`src/rtl/router_port_grant_arb_if.sv`:
```
// Bundle between the router's combinational port-request logic, the flit
// source of the granted port, the downstream link and the grant stage.
//
// Flit handshake: a flit moves on a rising clk edge exactly when
// flit_valid_i and link_ready_i are both high while a grant is valid.
// flit_tail_i is only meaningful in such a cycle. Neither side may make
// flit_valid_i or link_ready_i depend combinationally on the other.
interface router_port_grant_arb_if #(
  parameter int NPORT = 4,
  parameter int SEL_W = 2
);
  logic [NPORT-1:0] req_i;
  logic [1:0]       hp_i;
  logic             flit_valid_i;
  logic             flit_tail_i;
  logic             link_ready_i;
  logic [NPORT-1:0] gnt_o;
  logic             gnt_valid_o;
  logic [SEL_W-1:0] sel_o;
  logic             busy_o;
  logic             timeout_o;
  logic [1:0]       state_dbg;

  // Requesting/flit side drives the inputs and watches the grant.
  modport master (
    output req_i, hp_i, flit_valid_i, flit_tail_i, link_ready_i,
    input  gnt_o, gnt_valid_o, sel_o, busy_o, timeout_o, state_dbg
  );

  // Grant stage.
  modport slave (
    input  req_i, hp_i, flit_valid_i, flit_tail_i, link_ready_i,
    output gnt_o, gnt_valid_o, sel_o, busy_o, timeout_o, state_dbg
  );
endinterface

```
`src/rtl/router_port_grant_arb.sv`:
```
// Sequential grant stage for one router output link. Picks one requesting
// input port (fixed priority for the two high-priority ports, otherwise
// round-robin), holds that grant across a whole packet, and revokes grants
// that never begin transferring. All outputs are registered.
module router_port_grant_arb #(
  parameter int NPORT       = 4,
  parameter int SEL_W       = 2,
  parameter int TIMEOUT_CYC = 16,
  parameter int CNT_W       = 5
) (
  input logic                  clk,
  input logic                  rst,
  router_port_grant_arb_if.slave arb
);

  typedef enum logic [1:0] {
    IDLE    = 2'd0,
    GRANT   = 2'd1,
    XFER    = 2'd2,
    RELEASE = 2'd3
  } state_t;

  state_t           state;
  logic [SEL_W-1:0] rr_ptr;
  logic [CNT_W-1:0] wait_cnt;
  logic [NPORT-1:0] gnt;
  logic             gnt_valid;
  logic [SEL_W-1:0] sel;
  logic             busy;
  logic             timeout;

  logic             xfer;
  logic [SEL_W-1:0] win;
  logic [SEL_W-1:0] idx;
  logic             found;

  assign xfer = arb.flit_valid_i & arb.link_ready_i;

  // Winner search: high-priority ports 0 then 1, else first requester from rr_ptr.
  always_comb begin
    win   = '0;
    idx   = '0;
    found = 1'b0;
    if (arb.hp_i[0] && arb.req_i[0]) begin
      win   = SEL_W'(0);
      found = 1'b1;
    end else if (arb.hp_i[1] && arb.req_i[1]) begin
      win   = SEL_W'(1);
      found = 1'b1;
    end else begin
      for (int i = 0; i < NPORT; i++) begin
        idx = rr_ptr + SEL_W'(i);
        if (!found && arb.req_i[idx]) begin
          win   = idx;
          found = 1'b1;
        end
      end
    end
  end

  // Grant FSM with registered outputs; rr_ptr advances on every release.
  always_ff @(posedge clk) begin
    if (rst) begin
      state     <= IDLE;
      rr_ptr    <= '0;
      wait_cnt  <= '0;
      gnt       <= '0;
      gnt_valid <= 1'b0;
      sel       <= '0;
      busy      <= 1'b0;
      timeout   <= 1'b0;
    end else begin
      timeout <= 1'b0;
      case (state)
        IDLE: begin
          if (|arb.req_i) begin
            gnt       <= {{(NPORT-1){1'b0}}, 1'b1} << win;
            sel       <= win;
            gnt_valid <= 1'b1;
            busy      <= 1'b1;
            wait_cnt  <= '0;
            state     <= GRANT;
          end
        end
        GRANT: begin
          // A transfer outranks both a cancelled request and the timeout.
          if (xfer && arb.flit_tail_i) begin
            gnt       <= '0;
            gnt_valid <= 1'b0;
            rr_ptr    <= sel + SEL_W'(1);
            state     <= RELEASE;
          end else if (xfer) begin
            state <= XFER;
          end else if (!arb.req_i[sel]) begin
            gnt       <= '0;
            gnt_valid <= 1'b0;
            rr_ptr    <= sel + SEL_W'(1);
            state     <= RELEASE;
          end else if (wait_cnt == CNT_W'(TIMEOUT_CYC - 1)) begin
            gnt       <= '0;
            gnt_valid <= 1'b0;
            timeout   <= 1'b1;
            rr_ptr    <= sel + SEL_W'(1);
            state     <= RELEASE;
          end else begin
            wait_cnt <= wait_cnt + CNT_W'(1);
          end
        end
        XFER: begin
          // Packet in flight: grant is locked until the tail is accepted.
          if (xfer && arb.flit_tail_i) begin
            gnt       <= '0;
            gnt_valid <= 1'b0;
            rr_ptr    <= sel + SEL_W'(1);
            state     <= RELEASE;
          end
        end
        RELEASE: begin
          busy  <= 1'b0;
          state <= IDLE;
        end
        default: begin
          state <= IDLE;
        end
      endcase
    end
  end

  assign arb.gnt_o       = gnt;
  assign arb.gnt_valid_o = gnt_valid;
  assign arb.sel_o       = sel;
  assign arb.busy_o      = busy;
  assign arb.timeout_o   = timeout;
  assign arb.state_dbg   = state;

endmodule

```
`src/flat_wrapper.sv`:
```
// flat-port wrapper written by rule: the top's interface ports become plain ports
module router_port_grant_arb_flat 
#(
  parameter int NPORT       = 4,
  parameter int SEL_W       = 2,
  parameter int TIMEOUT_CYC = 16,
  parameter int CNT_W       = 5
)
  (clk, rst, arb_req_i, arb_hp_i, arb_flit_valid_i, arb_flit_tail_i, arb_link_ready_i, arb_gnt_o, arb_gnt_valid_o, arb_sel_o, arb_busy_o, arb_timeout_o, arb_state_dbg);
  router_port_grant_arb_if #(.NPORT(NPORT), .SEL_W(SEL_W)) arb_i ();
  input logic clk;
  input logic rst;
  input wire logic [$bits(arb_i.req_i)-1:0] arb_req_i;
  input wire logic [$bits(arb_i.hp_i)-1:0] arb_hp_i;
  input wire logic [$bits(arb_i.flit_valid_i)-1:0] arb_flit_valid_i;
  input wire logic [$bits(arb_i.flit_tail_i)-1:0] arb_flit_tail_i;
  input wire logic [$bits(arb_i.link_ready_i)-1:0] arb_link_ready_i;
  output wire logic [$bits(arb_i.gnt_o)-1:0] arb_gnt_o;
  output wire logic [$bits(arb_i.gnt_valid_o)-1:0] arb_gnt_valid_o;
  output wire logic [$bits(arb_i.sel_o)-1:0] arb_sel_o;
  output wire logic [$bits(arb_i.busy_o)-1:0] arb_busy_o;
  output wire logic [$bits(arb_i.timeout_o)-1:0] arb_timeout_o;
  output wire logic [$bits(arb_i.state_dbg)-1:0] arb_state_dbg;
  assign arb_i.req_i = arb_req_i;
  assign arb_i.hp_i = arb_hp_i;
  assign arb_i.flit_valid_i = arb_flit_valid_i;
  assign arb_i.flit_tail_i = arb_flit_tail_i;
  assign arb_i.link_ready_i = arb_link_ready_i;
  assign arb_gnt_o = arb_i.gnt_o;
  assign arb_gnt_valid_o = arb_i.gnt_valid_o;
  assign arb_sel_o = arb_i.sel_o;
  assign arb_busy_o = arb_i.busy_o;
  assign arb_timeout_o = arb_i.timeout_o;
  assign arb_state_dbg = arb_i.state_dbg;
  router_port_grant_arb #(.NPORT(NPORT), .SEL_W(SEL_W), .TIMEOUT_CYC(TIMEOUT_CYC), .CNT_W(CNT_W)) u_core (.clk(clk), .rst(rst), .arb(arb_i));
endmodule
```
`config.mk`:
```
export PLATFORM = sky130hd
export DESIGN_NAME = router_port_grant_arb_flat
export DESIGN_NICKNAME = d
export VERILOG_FILES = /design/src/rtl/router_port_grant_arb_if.sv /design/src/rtl/router_port_grant_arb.sv /design/src/flat_wrapper.sv
export SDC_FILE = /design/constraint.sdc
export NUM_CORES = 1
export LEC_CHECK = 0
export ABC_CLOCK_PERIOD_IN_PS = 5500
export BUFFER_PORTS_ARGS = -buffer_cell sky130_fd_sc_hd__buf_2
export CAP_MARGIN = 30
export CORE_UTILIZATION = 50
export DETAILED_ROUTE_END_ITERATION = 16
export PLACE_DENSITY = 0.83
export SYNTH_ARGS = -nofsm -noshare
export SYNTH_HDL_FRONTEND = slang
export SYNTH_SLANG_ARGS = --single-unit
```
`constraint.sdc`:
```
create_clock -name clk -period 5.5 [get_ports clk]
set_input_delay 1.1 -clock clk [delete_from_list [all_inputs] [get_ports clk]]
set_output_delay 1.1 -clock clk [all_outputs]
set_load 0.02 [all_outputs]
```
=== Word-level counts from Yosys, hierarchy flattened ===
Index checks and enable logic that the tools add are counted.

* Add/sub/neg operators: 5
* $lt $le $gt $ge: 5
* Eq/ne operators: 13
* Shifts and indexed selects: 1
* Multiplexer cells: 60
* Bitwise gates (word level): 3
* Reductions and logical operators: 22

{| class="wikitable"
|+ Operators with widths
! operator !! count
|-
| two-way mux 2 bit || 17
|-
| two-way mux 5 bit || 5
|-
| two-way mux 4 bit || 6
|-
| two-way mux 1 bit || 21
|-
| less-than comparator 2 x 3 -> 1 bit (second input constant) || 5
|-
| one-hot mux 4 bit (3 select lines) || 1
|-
| binary-select mux 1 bit (select 2 bit) || 5
|-
| one-hot mux 5 bit (2 select lines) || 1
|-
| one-hot mux 2 bit (4 select lines) || 1
|-
| logical AND 1 bit || 6
|-
| inequality test 2 x 1 -> 1 bit (second input constant) || 3
|-
| inequality test 2 bit (second input constant) || 3
|-
| AND reduction 6 bit || 1
|-
| nonzero test 2 bit || 3
|-
| adder 5 x 1 -> 5 bit (second input constant) || 1
|-
| equality test 5 x 4 -> 1 bit (second input constant) || 1
|-
| inequality test 5 x 3 -> 1 bit (second input constant) || 1
|-
| AND reduction 5 bit || 1
|-
| OR reduction 5 bit || 1
|-
| adder 2 x 1 -> 2 bit (second input constant) || 2
|-
| adder 2 bit (second input constant) || 2
|-
| equality test 2 bit (second input constant) || 2
|-
| inequality test 4 x 3 -> 1 bit (second input constant) || 1
|-
| one-hot mux 2 bit (2 select lines) || 1
|-
| other kinds (14) || 18
|}

* Flip-flop bits (word level): 18
* Bits of input ports: 11
* Output and inout port bits: 11

=== Depth between registers and ports, before layout ===
* Depth after elaboration: 23
* Mapped depth: 7

=== Worst setup path after synthesis ===
OpenSTA, ideal clock, no wires.

* Path kind: input to register
* From: in arb_req_i[3]
* To: reg u_core.gnt[0] (netlist: u_core.arb.gnt_o[0])
* Setup time: 0.116 ns
* Arrival: 2.597 ns
* Setup slack: 2.787 ns
* Stages on the path: 6
* Path buffers: 1
* Cells stage by stage: buf_6 mux4_2 and4b_4 nor4b_4 nor3b_1 a41o_2

* Word-level cells in the longest chain between the ends: 23
* Elaborated cells between the ends (all ways): 41

{| class="wikitable"
|+ Ends and longest elaborated chain
! item !! line !! text
|-
| from (decl) || flat_wrapper.sv:13 || <nowiki>input wire logic [$bits(arb_i.req_i)-1:0] arb_req_i;</nowiki>
|-
| binary-select mux 1 bit (select 2 bit) || router_port_grant_arb.sv:53 || <nowiki>if (!found && arb.req_i[idx]) begin</nowiki>
|-
| two-way mux 1 bit (not written as such) || router_port_grant_arb.sv:53 ||
|-
| two-way mux 1 bit || router_port_grant_arb.sv:53 ||
|-
| two-way mux 1 bit || router_port_grant_arb.sv:47 || <nowiki>end else if (arb.hp_i[1] && arb.req_i[1]) begin</nowiki>
|-
| two-way mux 1 bit || router_port_grant_arb.sv:44 || <nowiki>if (arb.hp_i[0] && arb.req_i[0]) begin</nowiki>
|-
| logical NOT 1 bit || router_port_grant_arb.sv:53 ||
|-
| logical AND 1 bit || router_port_grant_arb.sv:53 ||
|-
| two-way mux 1 bit || router_port_grant_arb.sv:53 ||
|-
| [7 not listed] || - ||
|-
| logical NOT 1 bit || router_port_grant_arb.sv:53 ||
|-
| logical AND 1 bit || router_port_grant_arb.sv:53 ||
|-
| two-way mux 2 bit || router_port_grant_arb.sv:53 ||
|-
| two-way mux 2 bit || router_port_grant_arb.sv:47 ||
|-
| two-way mux 2 bit || router_port_grant_arb.sv:44 ||
|-
| << shifter 1 x 2 -> 4 bit || router_port_grant_arb.sv:77 || <nowiki>gnt <= {{(NPORT-1){1'b0}}, 1'b1} << win;</nowiki>
|-
| two-way mux 4 bit || router_port_grant_arb.sv:76 || <nowiki>if (|arb.req_i) begin</nowiki>
|-
| one-hot mux 4 bit (3 select lines) || router_port_grant_arb.sv:74 || <nowiki>case (state)</nowiki>
|-
| to (signal assigned) || router_port_grant_arb.sv:77 ||
|-
| to (decl) || router_port_grant_arb.sv:26 || <nowiki>logic [NPORT-1:0] gnt;</nowiki>
|}

Several ways; a longest one is shown, not always the timed one. The select of a mux whose other input is x is not followed.
A chain may end at the register's enable or synchronous reset.

=== Final worst setup path ===
* From: in arb_req_i[1]
* To: reg u_core.wait_cnt[3]

* Word-level cells in the longest chain between the ends: 4
* Elaborated cells between the ends (all ways): 6

{| class="wikitable"
|+ Ends and longest elaborated chain
! item !! line !! text
|-
| binary-select mux 1 bit (select 2 bit) || router_port_grant_arb.sv:94 || <nowiki>end else if (!arb.req_i[sel]) begin</nowiki>
|-
| two-way mux 1 bit (not written as such) || router_port_grant_arb.sv:94 ||
|-
| inequality test 2 x 1 -> 1 bit (no source line) || - ||
|-
| AND reduction 6 bit (no source line) * || - ||
|-
| to (signal assigned) || router_port_grant_arb.sv:106 || <nowiki>wait_cnt <= wait_cnt + CNT_W'(1);</nowiki>
|-
| to (decl) || router_port_grant_arb.sv:25 || <nowiki>logic [CNT_W-1:0] wait_cnt;</nowiki>
|}

Every way passes the cells marked *; elsewhere a longest branch is shown, timed or not. The select of a mux whose other input is x is not followed.

==> qor.yml <==
numClockSinks: 18
ctsHtreeMaxLevel: 1
final_area_um2: 1260
dr.first_iter.drc_count: 47
tns_ns: 0
max_freq_mhz: 362
finalCritPeriodShare: 0.502
reg2regPathDepth: 5
grt_antenna_before_repair: 0
end_kind: "register"
grt_first_pass_wirelength_um: 4410
gr-total-overflow: 0
wl_um: 2690
ant_nets: 0
initial_utilization: 0.550
cts-resized-gates: 0
fp-row-count: 16
grt_start_max_net_pins: 19
cts_tree: "yes"
r2r_end: "u_core.arb.gnt_o[1]$_SDFFE_PP0P_"
n_antenna_cell: 0
post-route-min-period_ns: 2.76
hold_buffers: 0
io_pins: 22
placed_cell_area_um2: 1220
seq_area_frac_synth: 0.321
fin_hold_ws_ns: 0.500
netlist_area_um2: 1120
cts_buffers: 3
syn_inst: 129
required_ns: 5.73
fin_nets: 167
fillers: 178
yosysWarningCount: 0
place_congestion: 0.993
finalSetupViolCount: 0
power_leakage_nw: 0.544
worstSetupStartpointType: "primary input"
dieArea_um2: 2440
ys.flop_type: "dfxtp_1"
hold_viol: 0
yosysTopAreaCellShare: 0.321
track_usage: 0.234
synth_area_leaders: "dfxtp_1 32%, ha_1 6.7%, nor2_1 5.3%"
worstPathArrival_ns: 2.99
startpoint: "arb_req_i[1]"
wire_per_inst_um: 15.3
cts_buffer_depth: 2
die_x_um: 49.4
area_delta_synth_final_pct: 11.9
synth.largest_area_cell: "dfxtp_1"
max-vdd-ir-drop_mv: 0.289
grt_pass1_vias: 1014
die_y_um: 49.4
synth_async_sr_flop_share: 0
worst-path-max-fanout: 10
rsz0062_at_grt: "no"
vias: 1082
power_density_nw_per_um2: 466
r2r_slack_ns: 3.35
ys_top_cells_by_count: "18 x dfxtp_1, 16 x nor2_1, 11 x nand2_1"
port_buffers: 21
coreArea_um2: 2040
clk_latency_ns: 0.30
ys_seq_elements: 18
slew_viol_final: 0
drc: 0
routed_via_density: 6.15
syn_nets: 146
crit_end: "u_core.wait_cnt[3]$_SDFFE_PP0P_"
drive_gt1_frac: 0.215
dr.pass1.iters: 4
fin_util: 0.616
r2r-start: "u_core.arb.sel_o[1]$_SDFFE_PP0P_"
cts_setup_buffers: 0
place_hpwl_um: 1970
hold_path_class: "register to register"
synth_edf_count: 0
crit_type: "primary input to register"
postLayoutSetupSlackWorst_ns: 2.74
syn_avg_cell_area_um2: 8.71
yosysMostFrequentCell: "dfxtp_1"
drv_cap: 0
root_buffer: "clkbuf_4"
finClkSkew_ns: 0.00453
outcome: "finished clean"
synth_cell_type_count: 46
post-place-ws_ns: 2.45
tightestPinTransition_ns: 0.671
clk_pin_slew_ns: 0.11
slew_headroom: 0.547
## metrics by stage
step,std cells,total power [mW]
final,176,0.586
after detailed placement,172,0.501
after floorplan,129,0.421
after global placement,172,0.482
after CTS,176,0.585
after global routing,176,0.624
## how the worst min path moves through the flow
| stage | slack (ns) | cells after the start | end | startpoint |
|---|---|---|---|---|
| final | 0.50 | 2 | u_core.arb.gnt_o[3]$_SDFFE_PP0P_ | u_core.arb.gnt_o[3]$_SDFFE_PP0P_ |
| after global routing | 0.54 | 2 | u_core.arb.busy_o$_SDFFE_PP0P_ | u_core.arb.busy_o$_SDFFE_PP0P_ |
| after CTS | 0.50 | 2 | u_core.arb.gnt_o[3]$_SDFFE_PP0P_ | u_core.arb.gnt_o[3]$_SDFFE_PP0P_ |
| after detailed placement | 0.48 | 2 | u_core.arb.gnt_o[3]$_SDFFE_PP0P_ | u_core.arb.gnt_o[3]$_SDFFE_PP0P_ |
| after global placement | 0.47 | 2 | u_core.wait_cnt[4]$_SDFFE_PP0P_ | u_core.wait_cnt[4]$_SDFFE_PP0P_ |
| after floorplan | 0.45 | 2 | u_core.wait_cnt[4]$_SDFFE_PP0P_ | u_core.wait_cnt[4]$_SDFFE_PP0P_ |
## per-layer routing
layer  track usage  routed length (µm)  share of wire  vias to the layer above
met4        0.0762                  73          0.027                        0
met3        0.0530                 149          0.055                       12
li1              -                   -              -                      515
met2         0.429                1350           0.50                       37
met5             0                   0              0                        -
met1         0.263                1120           0.42                      518
## worst max-delay path, stage by stage
cell and delay (ns):
buf_2 0.16, o41ai_1 0.68, nor2_1 0.16, a41oi_1 0.51, o21ai_0 0.20, a21boi_0 0.18
## state kept, by name, indices dropped and copies added, names as in the netlist
| signal | count |
|---|---|
| u_core.arb.busy_o | 1 |
| u_core.arb.gnt_o | 4 |
| u_core.arb.gnt_valid_o | 1 |
| u_core.arb.sel_o | 2 |
| u_core.arb.state_dbg | 2 |
| u_core.arb.timeout_o | 1 |
| u_core.rr_ptr | 2 |
| u_core.wait_cnt | 5 |
## layout by cell type, fill, tap and decap left out, types with 3 or more instances in the layout
cell and count:
buf_2 21, nand2_1 11, dfxtp_1 18, inv_1 10
ha_1 6, o21ai_0 3, a211oi_1 4, nand2b_1 4
nor2_1 16, clkbuf_4 3, o32ai_1 3, nor3_1 5
a21oi_1 3
## cells by family (layout without fill, tap and decap cells)
family,count (synthesis),after routing,share of synthesized area
adder cells (fa/ha/maj),8,8,0.0846
flip-flops,18,18,0.321
AND/OR/NAND/NOR,53,53,0.263
multiplexers,3,3,0.0379
AO/OA/AOI/OAI,30,30,0.208
XOR/XNOR,2,2,0.0156
buffers and inverters,15,35,0.0702
## report_power, final
| part | internal [mW] | switching, mW |
|---|---|---|
| sequential | 0.164 | 0.0350 |
| combinational | 0.120 | 0.182 |
| clock | 0.0404 | 0.0452 |
## final cells by class
cell class / instances / area [µm²] / share of cell area
sequential: 18 / 360 / 0.287
multi-input combinational: 96 / 684 / 0.544
clock buffer: 4 / 36.3 / 0.0289
inverter: 10 / 37.5 / 0.0299
timing repair buffer: 21 / 105 / 0.0836
tap: 27 / 33.8 / 0.0269
(Power assumes the default switching activity.)
